==> src/rtl/pipe_stage_seq_pkg.sv <==
// rtl/pipe_stage_seq_pkg.sv - shared widths, control-word bit positions and rom_addr layout
// The ROM image generator reads the same offsets, so keep the field order stable.
package jam_pipe_pkg;

  localparam int DATA_W_DEF    = 8;
  localparam int STEP_W_DEF    = 2;
  localparam int FLAG_W_DEF    = 7;
  localparam int CTRL_W_DEF    = 17;
  localparam int BREAK_BIT_DEF = 15;
  localparam int LAST_BIT_DEF  = 16;

  localparam logic [7:0] NOP_OP_DEF = 8'h00;

  // rom_addr = {instr, step, flags}; flags occupy the low bits
  localparam int ROM_FLAGS_LSB = 0;
  localparam int ROM_STEP_LSB  = ROM_FLAGS_LSB + FLAG_W_DEF;
  localparam int ROM_INSTR_LSB = ROM_STEP_LSB + STEP_W_DEF;
  localparam int ROM_ADDR_W    = ROM_INSTR_LSB + DATA_W_DEF;

  typedef enum logic [1:0] {
    CTR_HOLD  = 2'd0,
    CTR_CLEAR = 2'd1,
    CTR_INC   = 2'd2
  } ctr_op_e;

  function automatic int rom_step_lsb(input int flag_w);
    return flag_w;
  endfunction

  function automatic int rom_instr_lsb(input int flag_w, input int step_w);
    return flag_w + step_w;
  endfunction

endpackage

==> src/rtl/pipe_stage_seq_if.sv <==
// rtl/pipe_stage_seq_if.sv - upstream opcode valid/ready handshake into the stage
// The previous stage is the master; pipe_stage_seq is the slave.
interface pipe_stage_seq_if #(
  parameter int DATA_W = 8
);

  logic [DATA_W-1:0] pipe_in;
  logic              pipe_in_valid;
  logic              pipe_in_ready;

  modport master (
    output pipe_in,
    output pipe_in_valid,
    input  pipe_in_ready
  );

  modport slave (
    input  pipe_in,
    input  pipe_in_valid,
    output pipe_in_ready
  );

endinterface

==> src/rtl/pipe_stage_seq_step_ctr.sv <==
// rtl/pipe_stage_seq_step_ctr.sv - micro-step counter with clear/inc/hold
// terminal_o flags the final step so the stage can force retirement.
module pipe_step_ctr
  import jam_pipe_pkg::*;
#(
  parameter int STEP_W = STEP_W_DEF
) (
  input  logic              clk,
  input  logic              rst,
  input  ctr_op_e           op_i,
  output logic [STEP_W-1:0] step_o,
  output logic              terminal_o
);

  logic [STEP_W-1:0] step_q;
  logic [STEP_W-1:0] step_d;

  always_comb begin
    step_d = step_q;
    case (op_i)
      CTR_CLEAR: step_d = '0;
      CTR_INC:   step_d = step_q + STEP_W'(1);
      default:   step_d = step_q;
    endcase
  end

  always_ff @(posedge clk) begin
    if (rst) begin
      step_q <= '0;
    end else begin
      step_q <= step_d;
    end
  end

  assign step_o     = step_q;
  assign terminal_o = &step_q;

endmodule

==> src/rtl/pipe_stage_seq.sv <==
// rtl/pipe_stage_seq.sv - micro-stepped decode stage: opcode/step/flags -> ROM -> registered control word
// Handles stall, flush, break-halt and an upstream valid/ready handshake.
module pipe_stage_seq
  import jam_pipe_pkg::*;
#(
  parameter int              DATA_W    = DATA_W_DEF,
  parameter int              STEP_W    = STEP_W_DEF,
  parameter int              FLAG_W    = FLAG_W_DEF,
  parameter int              CTRL_W    = CTRL_W_DEF,
  parameter int              BREAK_BIT = BREAK_BIT_DEF,
  parameter int              LAST_BIT  = LAST_BIT_DEF,
  parameter logic [DATA_W-1:0] NOP_OP  = DATA_W'(NOP_OP_DEF)
) (
  input  logic                            clk,
  input  logic                            rst,
  pipe_stage_seq_if.slave                 up,
  input  logic [FLAG_W-1:0]               flags,
  input  logic                            stall,
  input  logic                            flush,
  input  logic                            resume,
  output logic [DATA_W+STEP_W+FLAG_W-1:0] rom_addr,
  input  logic [CTRL_W-1:0]               rom_data,
  output logic [CTRL_W-2:0]               ctrl_out,
  output logic                            ctrl_valid,
  output logic [DATA_W-1:0]               pipe_out,
  output logic [STEP_W-1:0]               step_out,
  output logic                            halted
);

  logic [DATA_W-1:0] instr_q,      instr_d;
  logic              valid_q,      valid_d;
  logic              halted_q,     halted_d;
  logic [CTRL_W-2:0] ctrl_q,       ctrl_d;
  logic              ctrl_valid_q, ctrl_valid_d;
  logic [DATA_W-1:0] pipe_out_q,   pipe_out_d;
  logic [STEP_W-1:0] step_out_q,   step_out_d;

  ctr_op_e           ctr_op;
  logic [STEP_W-1:0] step_q;
  logic              step_terminal;
  logic              last_now;
  logic [CTRL_W-2:0] ctrl_word;

  pipe_step_ctr #(
    .STEP_W (STEP_W)
  ) u_step_ctr (
    .clk        (clk),
    .rst        (rst),
    .op_i       (ctr_op),
    .step_o     (step_q),
    .terminal_o (step_terminal)
  );

  // Control word is rom_data with the LAST bit squeezed out
  for (genvar g = 0; g < CTRL_W - 1; g++) begin : g_strip_last
    assign ctrl_word[g] = rom_data[(g < LAST_BIT) ? g : g + 1];
  end

  assign rom_addr = {instr_q, step_q, flags};
  assign last_now = rom_data[LAST_BIT] | step_terminal;

  assign up.pipe_in_ready = !rst && !flush && !stall && !halted_q && (!valid_q || last_now);

  always_comb begin
    instr_d      = instr_q;
    valid_d      = valid_q;
    halted_d     = halted_q;
    ctrl_d       = ctrl_q;
    ctrl_valid_d = ctrl_valid_q;
    pipe_out_d   = pipe_out_q;
    step_out_d   = step_out_q;
    ctr_op       = CTR_HOLD;

    if (flush) begin
      instr_d      = NOP_OP;
      valid_d      = 1'b0;
      ctrl_d       = '0;
      ctrl_valid_d = 1'b0;
      pipe_out_d   = NOP_OP;
      step_out_d   = '0;
      ctr_op       = CTR_CLEAR;
    end else if (stall) begin
      ctr_op = CTR_HOLD;
    end else if (halted_q) begin
      ctrl_d       = '0;
      ctrl_valid_d = 1'b0;
      if (resume) begin
        halted_d = 1'b0;
      end
    end else if (valid_q) begin
      ctrl_d       = ctrl_word;
      ctrl_valid_d = 1'b1;
      pipe_out_d   = instr_q;
      step_out_d   = step_q;
      if (last_now) begin
        ctr_op = CTR_CLEAR;
        if (up.pipe_in_valid) begin
          instr_d = up.pipe_in;
        end else begin
          valid_d = 1'b0;
        end
      end else begin
        ctr_op = CTR_INC;
      end
      // The break word still issues; the halt bites from the next edge
      if (rom_data[BREAK_BIT]) begin
        halted_d = 1'b1;
      end
    end else begin
      ctrl_d       = '0;
      ctrl_valid_d = 1'b0;
      if (up.pipe_in_valid) begin
        instr_d = up.pipe_in;
        valid_d = 1'b1;
      end
    end
  end

  always_ff @(posedge clk) begin
    if (rst) begin
      instr_q      <= NOP_OP;
      valid_q      <= 1'b0;
      halted_q     <= 1'b0;
      ctrl_q       <= '0;
      ctrl_valid_q <= 1'b0;
      pipe_out_q   <= NOP_OP;
      step_out_q   <= '0;
    end else begin
      instr_q      <= instr_d;
      valid_q      <= valid_d;
      halted_q     <= halted_d;
      ctrl_q       <= ctrl_d;
      ctrl_valid_q <= ctrl_valid_d;
      pipe_out_q   <= pipe_out_d;
      step_out_q   <= step_out_d;
    end
  end

  assign ctrl_out   = ctrl_q;
  assign ctrl_valid = ctrl_valid_q;
  assign pipe_out   = pipe_out_q;
  assign step_out   = step_out_q;
  assign halted     = halted_q;

endmodule

==> src/flat_wrapper.sv <==
// flat-port wrapper written by rule: the top's interface ports become plain ports
module pipe_stage_seq_flat import jam_pipe_pkg::*;
#(
  parameter int              DATA_W    = DATA_W_DEF,
  parameter int              STEP_W    = STEP_W_DEF,
  parameter int              FLAG_W    = FLAG_W_DEF,
  parameter int              CTRL_W    = CTRL_W_DEF,
  parameter int              BREAK_BIT = BREAK_BIT_DEF,
  parameter int              LAST_BIT  = LAST_BIT_DEF,
  parameter logic [DATA_W-1:0] NOP_OP  = DATA_W'(NOP_OP_DEF)
)
  (clk, rst, flags, stall, flush, resume, rom_addr, rom_data, ctrl_out, ctrl_valid, pipe_out, step_out, halted, up_pipe_in, up_pipe_in_valid, up_pipe_in_ready);
  pipe_stage_seq_if #(.DATA_W(DATA_W)) up_i ();
  input  logic clk;
  input  logic rst;
  input  logic [FLAG_W-1:0] flags;
  input  logic stall;
  input  logic flush;
  input  logic resume;
  output logic [DATA_W+STEP_W+FLAG_W-1:0] rom_addr;
  input  logic [CTRL_W-1:0] rom_data;
  output logic [CTRL_W-2:0] ctrl_out;
  output logic ctrl_valid;
  output logic [DATA_W-1:0] pipe_out;
  output logic [STEP_W-1:0] step_out;
  output logic halted;
  input wire logic [$bits(up_i.pipe_in)-1:0] up_pipe_in;
  input wire logic [$bits(up_i.pipe_in_valid)-1:0] up_pipe_in_valid;
  output wire logic [$bits(up_i.pipe_in_ready)-1:0] up_pipe_in_ready;
  assign up_i.pipe_in = up_pipe_in;
  assign up_i.pipe_in_valid = up_pipe_in_valid;
  assign up_pipe_in_ready = up_i.pipe_in_ready;
  pipe_stage_seq #(.DATA_W(DATA_W), .STEP_W(STEP_W), .FLAG_W(FLAG_W), .CTRL_W(CTRL_W), .BREAK_BIT(BREAK_BIT), .LAST_BIT(LAST_BIT), .NOP_OP(NOP_OP)) u_core (.clk(clk), .rst(rst), .up(up_i), .flags(flags), .stall(stall), .flush(flush), .resume(resume), .rom_addr(rom_addr), .rom_data(rom_data), .ctrl_out(ctrl_out), .ctrl_valid(ctrl_valid), .pipe_out(pipe_out), .step_out(step_out), .halted(halted));
endmodule
==> config.mk <==
export PLATFORM = sky130hd
export DESIGN_NAME = pipe_stage_seq_flat
export DESIGN_NICKNAME = d
export VERILOG_FILES = /design/src/rtl/pipe_stage_seq_pkg.sv /design/src/rtl/pipe_stage_seq_if.sv /design/src/rtl/pipe_stage_seq_step_ctr.sv /design/src/rtl/pipe_stage_seq.sv /design/src/flat_wrapper.sv
export SDC_FILE = /design/constraint.sdc
export NUM_CORES = 1
export LEC_CHECK = 0
export ABC_AREA = 1
export CORE_ASPECT_RATIO = 0.75
export CORE_MARGIN = 3
export CORE_UTILIZATION = 36
export CTS_CLUSTER_SIZE = 8
export DETAILED_ROUTE_END_ITERATION = 8
export GPL_TIMING_DRIVEN = 0
export PLACE_DENSITY = 0.86
export SYNTH_ARGS = -nofsm -noshare
export SYNTH_HDL_FRONTEND = slang
export SYNTH_SLANG_ARGS = --single-unit
==> constraint.sdc <==
create_clock -name clk -period 1.75 [get_ports clk]
set_clock_uncertainty 0.2 [all_clocks]
set_input_delay 0.35 -clock clk [delete_from_list [all_inputs] [get_ports clk]]
set_output_delay 0.35 -clock clk [all_outputs]
set_load 0.005 [all_outputs]
==> metrics.md <==
| Metric | Value |
|---|---|
| Largest net degree at the start of global routing | 14 |
| # diodes | 0 |
| Antenna Nets Post-Route | 0 |
| RSZ-0062 raised after global routing | yes |
| Outcome | complete, but fails checks |
| Total GRT Usage | 0.169 |
| Slowest CP cell | dfxtp_4 |
| Most used DFF post-synth | dfxtp_1 |
| First-pass GRT wire length | 7.43 mm |
| Clk_lat worst skew | 290 ps |
| Final worst path period share | 1.04 |
| Starting Density | 0.395 |
| Mapped Nets | 248 |
| H-tree levels | 2 |
| Leakage power | 1.15 nW |
| Crit path arrival time | 1270 ps |
| Gp weighted congestion | 0.770 |
| CTS tree | yes |
| Hold Path Sink | u_core.ctrl_out[4] |
| CP Capture Type | output pin |
| Vias per cell | 4.60 |
| Final Hold Fails | 0 |
| Antenna violations before repair | 0 |
| Synth warn | 0 |
| Multi-input logic area | 783 um2 |
| Overflow after GRT | 0 |
| WL per Instance | 13.0 um |
| M1 WL | just under 2 mm |
| Family with the most delay on the worst path | flip-flops |
| Die Ht | about 66 um |
| Failing checks | negative setup slack |
| Slew margin rel. | 0.707 |
| Pre-CTS WS | -697 ps |
| Worst-case reg-to-reg path depth | 10 |
| R2R setup slack | -20 ps |
| Async SR Flop Fraction | 0 |
| Vias in the first global route | approximately 1600 |
| Netlist cell types | 27 |
| HP Class | input port to register |
| Reg area | 801 um2 |
| Reg clk slew, reported paths | 80 ps |
| Final hold slack | 140 ps |
| Root Driver | clkbuf_8 |
| Crit path largest cell delay | 360 ps |
| Seq/Total Area, Yosys | 0.459 |
| Core area | 4300 um2 |
| Total routed wirelength | about 4.6 mm |
| Tmin final | 1820 ps |
| Slew Limit Fails | 0 |
| Critical Path RT | 1200 ps |
| Synthesized area | 1700 um2 |
| Total CTS buffers | 5 |
| Max-Cap Viols | 0 |
| Share of layout cells above drive strength 1 | 0.282 |
| Die area | roughly 5600 um2 |
| Area delta synth->final | 68.2% |
| # clock sinks | 39 |
| # DRC | 0 |
| Worst path bufs/invs | 1 |
| Num ports | 84 |
| Metal2 WL | 2.31 mm |
| Fmax | 551 MHz |
| Worst R2R End | u_core.u_step_ctr.step_o[1] |
| Mean post-synth cell area | 8.18 um2 |
| Met3 wire length | 304 um |
| RR Startpoint | u_core.u_step_ctr.step_o[0] |
| Pre-Repair DR Iteration Count | 4 |
| Worst Hold Launch | stall |
| Setup CP Type | register to output pin |
| Number of port buffers | 75 |
| Post-synthesis cell count | 208 |
| Die Wd | 85.4 um |
| PwrDens | about 720 nW/um2 |
| Worst-path fanout max | 3 |
| VDD IR max | 0.557 mV |
| CP cell instances | ha_4 -> nor2_4 -> nand2_4 -> and3_4 -> buf_6 |
| DRT iter0 DRCs | 47 |
| Via count | around 1600 |
| Final setup violation count | 3 |
| Synthesized flop and latch total | 39 |
| CTS max path bufs | 2 |
| Hold Buf Count CTS | 0 |
| Final Worst Setup Slack | -66.0 ps |
| Hold Crit Depth | 3 |
| Startpoint Class | register |
| Post-synth EDFFs | 0 |
| Fillers | 350 |
| Fin nets | 340 |
| Worst Tran Pin Value | 440 ps |
| # rows | 20 |
| Detailed Place HPWL | 3.34 mm |
| Top Metal Used | met4 |
[state kept, by name, summed over array words and instances (netlist names)]
register                  flops
u_core.u_step_ctr.step_o      2
u_core.ctrl_out              16
u_core.halted                 1
u_core.ctrl_valid             1
u_core.pipe_out               8
u_core.instr_q                8
u_core.valid_q                1
u_core.step_out               2
[area by class of cell]
class                   instances  area share
clock inverters                 3      0.0236
inverters                      18      0.0262
multi-input cells             134       0.274
clock buffers                   5      0.0240
plain buffers                  16      0.0507
repair buffers                 86       0.298
flip-flops and latches         39       0.280
well taps                      55      0.0240
[synth_stat cells (2+ instances only)]
master / instances / area [um2]
dfxtp_1: 39 / 781
nand2_1: 32 / 120
nor2_1: 30 / 113
a21oi_1: 14 / 70.1
inv_1: 14 / 52.6
a21oi_2: 13 / 114
o21ai_0: 13 / 65.1
nand3_1: 12 / 60.1
nand2_2: 10 / 62.6
buf_4: 8 / 60.1
buf_2: 2 / 10.0
buf_6: 2 / 22.5
clkbuf_1: 2 / 7.51
ha_1: 2 / 25.0
inv_2: 2 / 7.51
nand2_4: 2 / 22.5
[stage by stage]
step | area, um2 | setup TNS [ps] | utilization | instances | power [mW]
after floorplan | 1740 | -28.9 | - | 208 | 1.04
after global placement | 2560 | -4810 | 0.594 | 338 | 1.17
after detailed placement | 2560 | -5440 | 0.594 | 338 | 1.18
after CTS | 2790 | -575 | 0.648 | 353 | 2.07
after global routing | 2860 | -267 | 0.665 | 356 | 2.15
final | 2860 | -104 | 0.665 | 356 | 2.07
[what timing repair did]
item                                    CTS  global route
pin swaps                                 6             9
gates resized for setup                  23            19
buffers inserted                          7             4
endpoints found under the setup margin    6            23
[routing by layer]
metal / GRT usage / vias up
met4: 0.0415 / 0
li1: - / 843
met5: 0 / -
met1: 0.204 / 742
met2: 0.294 / 52
met3: 0.0514 / 2
[worst max-delay path by stage]
stage | start | endpoint | slack, ps | depth (start not counted)
floorplan | stall | u_core.u_step_ctr.step_o[0] | -20 | 10
global placement | rom_data[16] | up_pipe_in_ready | -680 | 6
detailed placement | rom_data[16] | up_pipe_in_ready | -700 | 6
CTS | u_core.u_step_ctr.step_o[1] | u_core.u_step_ctr.step_o[0] | -200 | 10
global route | u_core.u_step_ctr.step_o[1] | up_pipe_in_ready | -110 | 5
finish | u_core.u_step_ctr.step_o[0] | up_pipe_in_ready | -70 | 5
[tightest hold or removal path: cells and delay by family]
family,cells,cell delay [ps]
AOI/OAI and AO/OA,1,50
buffers and inverters,1,120
and+or+nand+nor,1,60
[layout by cell type (no fill, tap or decap), types with 2 or more instances in the layout]
cell             instances
buf_4                   17
buf_6                    4
dlygate4sd2_1            3
dfxtp_4                  3
o21ai_0                 11
buf_8                    3
nand2_4                  3
bufinv_16                2
o21ai_2                  2
inv_2                    2
a21oi_1                 13
clkdlybuf4s50_1         67
nand2_1                 32
dfxtp_1                 29
nor2_4                   3
nand2_2                  9
clkbuf_8                 5
dfxtp_2                  7
dlymetal6s2s_1           4
inv_1                   13
nor2_1                  29
ha_4                     2
clkbuf_1                 2
nand3_1                 12
a21oi_2                 14
[where the power goes]
group	switching [mW]	internal, mW
sequential	0.00971	0.897
clock	0.322	0.568
combinational	0.115	0.157
total	0.447	1.62
[cells by family after synthesis]
group | count (synthesis) | share of synthesized area
DFF | 39 | 0.459
buffers and inverters | 35 | 0.125
AOI/OAI and AO/OA | 41 | 0.151
adders and majority gates | 2 | 0.0147
and+or+nand+nor | 91 | 0.251
Note: power is estimated with default switching activity, not from simulation.
